## config.mk

```make
export PLATFORM = sky130hd
export DESIGN_NAME = mips_regfile_np
export DESIGN_NICKNAME = d
export VERILOG_FILES = /design/src/rtl/mips_regfile_np.sv
export SDC_FILE = /design/constraint.sdc
export NUM_CORES = 2
export LEC_CHECK = 0
export ABC_AREA = 1
export ABC_CLOCK_PERIOD_IN_PS = 89300
export BUFFER_PORTS_ARGS = -buffer_cell sky130_fd_sc_hd__buf_4
export CORE_UTILIZATION = 40
export DETAILED_ROUTE_END_ITERATION = 12
export MAX_ROUTING_LAYER = met4
export SLEW_MARGIN = 20
export SYNTH_ARGS = -nofsm -noshare
export SYNTH_HDL_FRONTEND = slang
export SYNTH_SLANG_ARGS = --single-unit
```

## constraint.sdc

```tcl
create_clock -name clk -period 89.3 [get_ports clk]
set_clock_uncertainty 0.15 [all_clocks]
set_input_delay 8.93 -clock clk [delete_from_list [all_inputs] [get_ports clk]]
set_output_delay 8.93 -clock clk [all_outputs]
set_load 0.01 [all_outputs]
```

## src/rtl/mips_regfile_np.sv

```systemverilog
// General-purpose register file for the 5-stage MIPS core: one clocked write port,
// NUM_RD read ports, reg0 hardwired to zero, optional bypass and registered reads.
module mips_regfile_np #(
  parameter int unsigned DATA_W    = 32,
  parameter int unsigned ADDR_W    = 5,
  parameter int unsigned NUM_RD    = 2,
  parameter int unsigned BYPASS    = 1,
  parameter int unsigned READ_REG  = 0,
  parameter int unsigned PRESET_EN = 1
) (
  input  logic                       clk,
  input  logic                       rst,
  input  logic                       we,
  input  logic [ADDR_W-1:0]          waddr,
  input  logic [DATA_W-1:0]          wdata,
  input  logic [NUM_RD*ADDR_W-1:0]   raddr,
  output logic [NUM_RD*DATA_W-1:0]   rdata,
  output logic                       wr_ack
);

  localparam int unsigned DEPTH = 1 << ADDR_W;

  logic [DATA_W-1:0] regs_q [DEPTH];
  logic [DATA_W-1:0] regs_d [DEPTH];
  logic              commit;
  logic              wr_ack_q;
  logic              wr_ack_d;

  function automatic logic [DATA_W-1:0] reset_val(input int unsigned idx);
    if (PRESET_EN != 0 && (idx == 1 || idx == 2)) begin
      return DATA_W'(idx);
    end
    return '0;
  endfunction

  always_comb begin
    commit   = we && (waddr != '0);
    wr_ack_d = commit;
    for (int unsigned i = 0; i < DEPTH; i++) begin
      regs_d[i] = regs_q[i];
    end
    if (commit) begin
      regs_d[waddr] = wdata;
    end
    regs_d[0] = '0;
  end

  // Async reset forces the array regardless of any write requested during reset.
  always_ff @(posedge clk or posedge rst) begin
    if (rst) begin
      for (int unsigned i = 0; i < DEPTH; i++) begin
        regs_q[i] <= reset_val(i);
      end
      wr_ack_q <= 1'b0;
    end else begin
      for (int unsigned i = 0; i < DEPTH; i++) begin
        regs_q[i] <= regs_d[i];
      end
      wr_ack_q <= wr_ack_d;
    end
  end

  assign wr_ack = wr_ack_q;

  for (genvar g = 0; g < NUM_RD; g++) begin : g_rd
    logic [ADDR_W-1:0] ra;
    logic [DATA_W-1:0] rdata_d;

    // Bypass is suppressed while rst is high so a dropped write never appears on a read.
    always_comb begin
      ra = raddr[g*ADDR_W +: ADDR_W];
      if (ra == '0) begin
        rdata_d = '0;
      end else if (BYPASS != 0 && commit && !rst && ra == waddr) begin
        rdata_d = wdata;
      end else begin
        rdata_d = regs_q[ra];
      end
    end

    if (READ_REG != 0) begin : g_reg
      logic [DATA_W-1:0] rdata_q;
      always_ff @(posedge clk or posedge rst) begin
        if (rst) begin
          rdata_q <= '0;
        end else begin
          rdata_q <= rdata_d;
        end
      end
      assign rdata[g*DATA_W +: DATA_W] = rdata_q;
    end else begin : g_comb
      assign rdata[g*DATA_W +: DATA_W] = rdata_d;
    end
  end

endmodule

```

-- Word-level counts from Yosys, hierarchy flattened
Cells that the tools add are included.
- bits in registers: 993
- bits in latches: 0
- bits in writable memories: 0
- ROM bits: 0
- output and inout bits: 65
- memories kept: 0
- $add $sub $neg: 0
- multipliers: 0
- divide/modulo/power cells: 0
- magnitude comparators: 4
- eq/ne operators: 2
- shifts and indexed selects: 0
- muxes and demuxes: 13
- bitwise logic cells: 3
- reductions and logical operators: 9
- operator list (cell ; count):
    $bwmux 1024 ; 1
    $bmux 32 s5 ; 2
    $mux 32 ; 9
    $demux 32 s5 ; 1
    $ge 6x6->1 const B ; 3
    $not 5->6 ; 3
    $eq 5x5->1 ; 2
    $logic_not 5->1 ; 2
    $lt 6x1->1 const B ; 1
    $logic_and 1x1->1 ; 5
    $reduce_bool 5->1 ; 1
    $logic_not 1->1 ; 1

-- Logic depth before layout (Yosys ltp)
- word-level depth: 6
- mapped depth: 13

-- Worst setup path after synthesis
Ideal clock, no wire load.
- path type: input to output
- from: in raddr[3]
- to: out rdata[10]
- data arrival time: 10145 ps
- setup slack: 70075 ps
- cell stages on the path: 9
- path buffers: 2
- path through: clkbuf_1 > xnor2_1 > nand3_1 > nor3_2 > nand2_1 > buf_2 > nand3_1 > nand2_1 > inv_1
- word-level cells in the longest chain between the ends: 6
- elaborated cells on any way between the ends: 9
- RTL lines (what ; line ; text):
    from (decl) ; 16 ; input logic [NUM_RD*ADDR_W-1:0] raddr,
    $not 5->6 (not written as such) ; 77 ; rdata_d = regs_q[ra];
    $bmux 32 s5 ; 77 ;
    $mux 32 (not written as such) (2 in a row) ; 77 ;
    $mux 32 ; 74 ; end else if (BYPASS != 0 && commit && !rst && ra == waddr) begin
    $mux 32 * ; 72 ; if (ra == '0) begin
    to (decl) ; 17 ; output logic [NUM_RD*DATA_W-1:0] rdata,
Mark *: on every way between the ends. The rest lies on a longest branch, timed or not. The select of a mux whose other input is x is not followed.

-- Worst setup path after layout
- from: in raddr[0]
- to: out rdata[24]
Same word-level chain as after synthesis.

==> qor.json <==
{
  "status": "finished with violations",
  "failed_checks": "slew limit",
  "setup.worst_path.start_class": "input port",
  "cp_max_fo": 157,
  "static-leakage-power_nw": 28.4,
  "swShare_pct": 32.3,
  "power_frac_comb_pct": 19.9,
  "ctsRootBufferMaster": "sky130_fd_sc_hd__clkbuf_16",
  "max_freq_mhz": 45.1,
  "p_switching_mw": 0.439,
  "worst_ep_arrival_time_ns": 13.10,
  "synth_warnings": 0,
  "layout_cells_sized_above_1_pct": 5.68,
  "setup_crit_end_kind": "output pin",
  "ys_ff_latch": 993,
  "maxCapViolations": 0,
  "setup-violations-final": 0,
  "insertion_delay_ns": 0.73,
  "cell_types_occupying_the_most_area_after_synthesis": "sky130_fd_sc_hd__dfrtp_1 (44%), sky130_fd_sc_hd__nand2_1 (21%), sky130_fd_sc_hd__nand3_1 (17%), sky130_fd_sc_hd__o21ai_0 (7.5%), sky130_fd_sc_hd__clkbuf_1 (2.9%)",
  "detailed_place_hpwl_um": 112000,
  "detail_route.iter0.violations": 8726,
  "synth_top_cell_by_area": "sky130_fd_sc_hd__dfrtp_1",
  "finalCritPeriodShare_pct": 24.8,
  "detail_route.drc_violations": 0,
  "worst_setup_hold_path_clk_slew_ns": 0.06,
  "initial_antenna_violation_count": 7,
  "io_buffers": 114,
  "cts_sinks": 993,
  "layout.cells.most_common_list": "sky130_fd_sc_hd__nand2_1 (3,065), sky130_fd_sc_hd__nand3_1 (1,909), sky130_fd_sc_hd__dfrtp_1 (991)",
  "start_util_pct": 40.5,
  "cts_tree": "done",
  "cts_buffers": 109,
  "row_count": 136,
  "ff2ff_path_depth": 2,
  "total_setup_buffers_inserted_after_cts": 0,
  "finalPower_mw": 1.36,
  "cts-hold-fix-buffers": 0,
  "post_synth_edffs": 0,
  "synth_fp_nets": 8212,
  "first_global_vias": 53100,
  "globalRouteTotalUtil_pct": 33.2,
  "clock_power_share_pct": 35.4,
  "intPower_mw": 0.920,
  "finalSetupTns_ns": 0,
  "floorplan.io_pins": 115,
  "final_common_cell": "sky130_fd_sc_hd__nand2_1",
  "timing.critical_path.required_ns": 80.22,
  "drt.antenna.violating_nets": 0,
  "route.vias.total": 57500,
  "postSynth.asyncResetShare_pct": 100,
  "htreeDepth": 3,
  "routed_wirelength_um": 231000,
  "average_wire_length_per_cell_after_detail_routing_um": 23.8,
  "fraction_of_synthesized_cell_area_taken_by_the_top_area_cell_type_pct": 44.4,
  "dieArea_um2": 141000,
  "power_per_cell_area_nw_per_um2": 22.3,
  "synth.cell_area_um2": 55900,
  "ys_seq_area_share_pct": 44.4,
  "fillers": 14200,
  "die_height_um": 376,
  "p_seq_share_pct": 44.7,
  "rsz_0062_raised_after_global_routing": "no",
  "globalRouteOverflowTotal": 0,
  "timing.hold.worst_path_depth": 2,
  "grt_first_pass_wirelength_um": 346000,
  "critPathKind": "in2out",
  "syn-mean-instance-area_um2": 6.85,
  "synthesis.instances": 8162,
  "relSlewSlack_pct": -1.35,
  "pin_count_of_the_biggest_net_entering_global_routing": 209,
  "vdd_ir_drop_max_v": 0.0000149,
  "global_placer_s_final_weighted_congestion": 0.860,
  "post_drt_via_cell_ratio": 5.92,
  "layout.nets": 7795,
  "timing_worst_slew_pin_value_ns": 1.52,
  "drt_pass1_iterations": 7,
  "areaGrowthSynthToFinish_pct": 8.86,
  "final_design_utilization_pct": 44.1,
  "final-max-slew-violation-count": 49,
  "cts_buffer_depth": 3,
  "fp.dieW_um": 376,
  "finalCriticalPeriod_ns": 22.18,
  "cts_resized": 0,
  "synth.lib_cells_used.distinct": 26,
  "finalHoldViolCount": 0,
  "synth_flop_cell": "sky130_fd_sc_hd__dfrtp_1",
  "core_um2": 138000,
  "timing.hold.worst.class": "reg2reg"
}
synthesized netlist by cell type (4+ instances only):
cell / n
sky130_fd_sc_hd__buf_2: 206
sky130_fd_sc_hd__dfrtp_1: 991
sky130_fd_sc_hd__inv_1: 249
sky130_fd_sc_hd__xnor2_1: 7
sky130_fd_sc_hd__nand3_1: 1909
sky130_fd_sc_hd__o21ai_1: 35
sky130_fd_sc_hd__buf_1: 90
sky130_fd_sc_hd__a21oi_1: 128
sky130_fd_sc_hd__nand2_2: 17
sky130_fd_sc_hd__nor2_1: 143
sky130_fd_sc_hd__o211ai_1: 5
sky130_fd_sc_hd__inv_2: 13
sky130_fd_sc_hd__nand2_1: 3076
sky130_fd_sc_hd__o21ai_0: 835
sky130_fd_sc_hd__nor3_2: 6
sky130_fd_sc_hd__clkbuf_1: 428
sky130_fd_sc_hd__nor2_4: 4
registers in the layout (all words and copies together) (netlist names):
name	count
wr_ack	1
regs_q	992
logic make-up after synthesis:
group / synth area share [%]
buffers and inverters: 7.14
AND/OR/NAND/NOR: 39.3
AO/OA/AOI/OAI: 9.00
flip-flops: 44.4
XOR/XNOR: 0.141
metal layers:
| metal | global-route usage (%) | wire length (um) | up-vias |
|---|---|---|---|
| li1 | - | - | 25800 |
| met1 | 45.1 | 95200 | 27400 |
| met2 | 47.8 | 97300 | 3669 |
| met3 | 7.45 | 28300 | 624 |
| met4 | 13.0 | 10000 | 0 |
| met5 | - | 0 | - |
layout make-up:
class                           count  area (um^2)  area share [%]
Multi-Input combinational cell   6177        27200            44.8
Sequential cell                   993        24900            40.8
Clock buffer                      166         3290            5.41
Tap cell                         1863         2330            3.83
Timing Repair Buffer              199         1650            2.71
Inverter                          265         1050            1.72
Clock inverter                     33          449           0.738
Antenna cell                        4         10.0          0.0164
stage by stage:
step / hold WS (ns) / cells / cell area, um^2 / setup WS (ns)
after floorplan: 0.303 / 8162 / 55900 / 52.29
after global placement: 0.320 / 9496 / 57100 / 67.29
after detailed placement: 0.327 / 9496 / 57100 / 67.29
after CTS: 0.342 / 9695 / 60800 / 67.29
after global routing: 0.362 / 9700 / 60900 / 66.96
final: 0.339 / 9700 / 60900 / 67.12
power by group through the flow:
stage	logic, mW	registers, mW	clock network (mW)
detailed placement	0.266	0.611	0
CTS	0.267	0.604	0.486
global route	0.308	0.618	0.503
global placement	0.261	0.609	0
floorplan	0.199	0.596	0
finish	0.270	0.607	0.481
worst max-delay path: stages:
cell and delay (ns):
sky130_fd_sc_hd__buf_8 0.39, sky130_fd_sc_hd__buf_12 0.64, sky130_fd_sc_hd__buf_4 0.85, sky130_fd_sc_hd__buf_4 0.82, sky130_fd_sc_hd__nand2_1 0.13, sky130_fd_sc_hd__nand3_1 0.11, sky130_fd_sc_hd__nand2_1 0.07, sky130_fd_sc_hd__nand2_1 0.06
sky130_fd_sc_hd__nand3_1 0.09, sky130_fd_sc_hd__nand3_1 0.12, sky130_fd_sc_hd__nand3_1 0.26, sky130_fd_sc_hd__nand2_1 0.24, sky130_fd_sc_hd__inv_1 0.05, sky130_fd_sc_hd__buf_4 0.14
path summary, 6_finish.rpt:
| path | startpoint | slack, ns | to |
|---|---|---|---|
| worst max-delay path | raddr[0] | 67.12 | rdata[24] |
| worst min-delay path | regs_q[11]$_DFFE_PP0P_ | 0.34 | regs_q[11]$_DFFE_PP0P_ |
| worst max register to register | regs_q[929]$_DFFE_PP1P_ | 88.34 | regs_q[929]$_DFFE_PP1P_ |
| worst min register to register | regs_q[11]$_DFFE_PP0P_ | 0.34 | regs_q[11]$_DFFE_PP0P_ |
| max in group asynchronous | rst | 76.34 | regs_q[107]$_DFFE_PP0P_ |
| min in group asynchronous | rst | 8.28 | regs_q[731]$_DFFE_PP0P_ |
(Power assumes the default switching activity.)
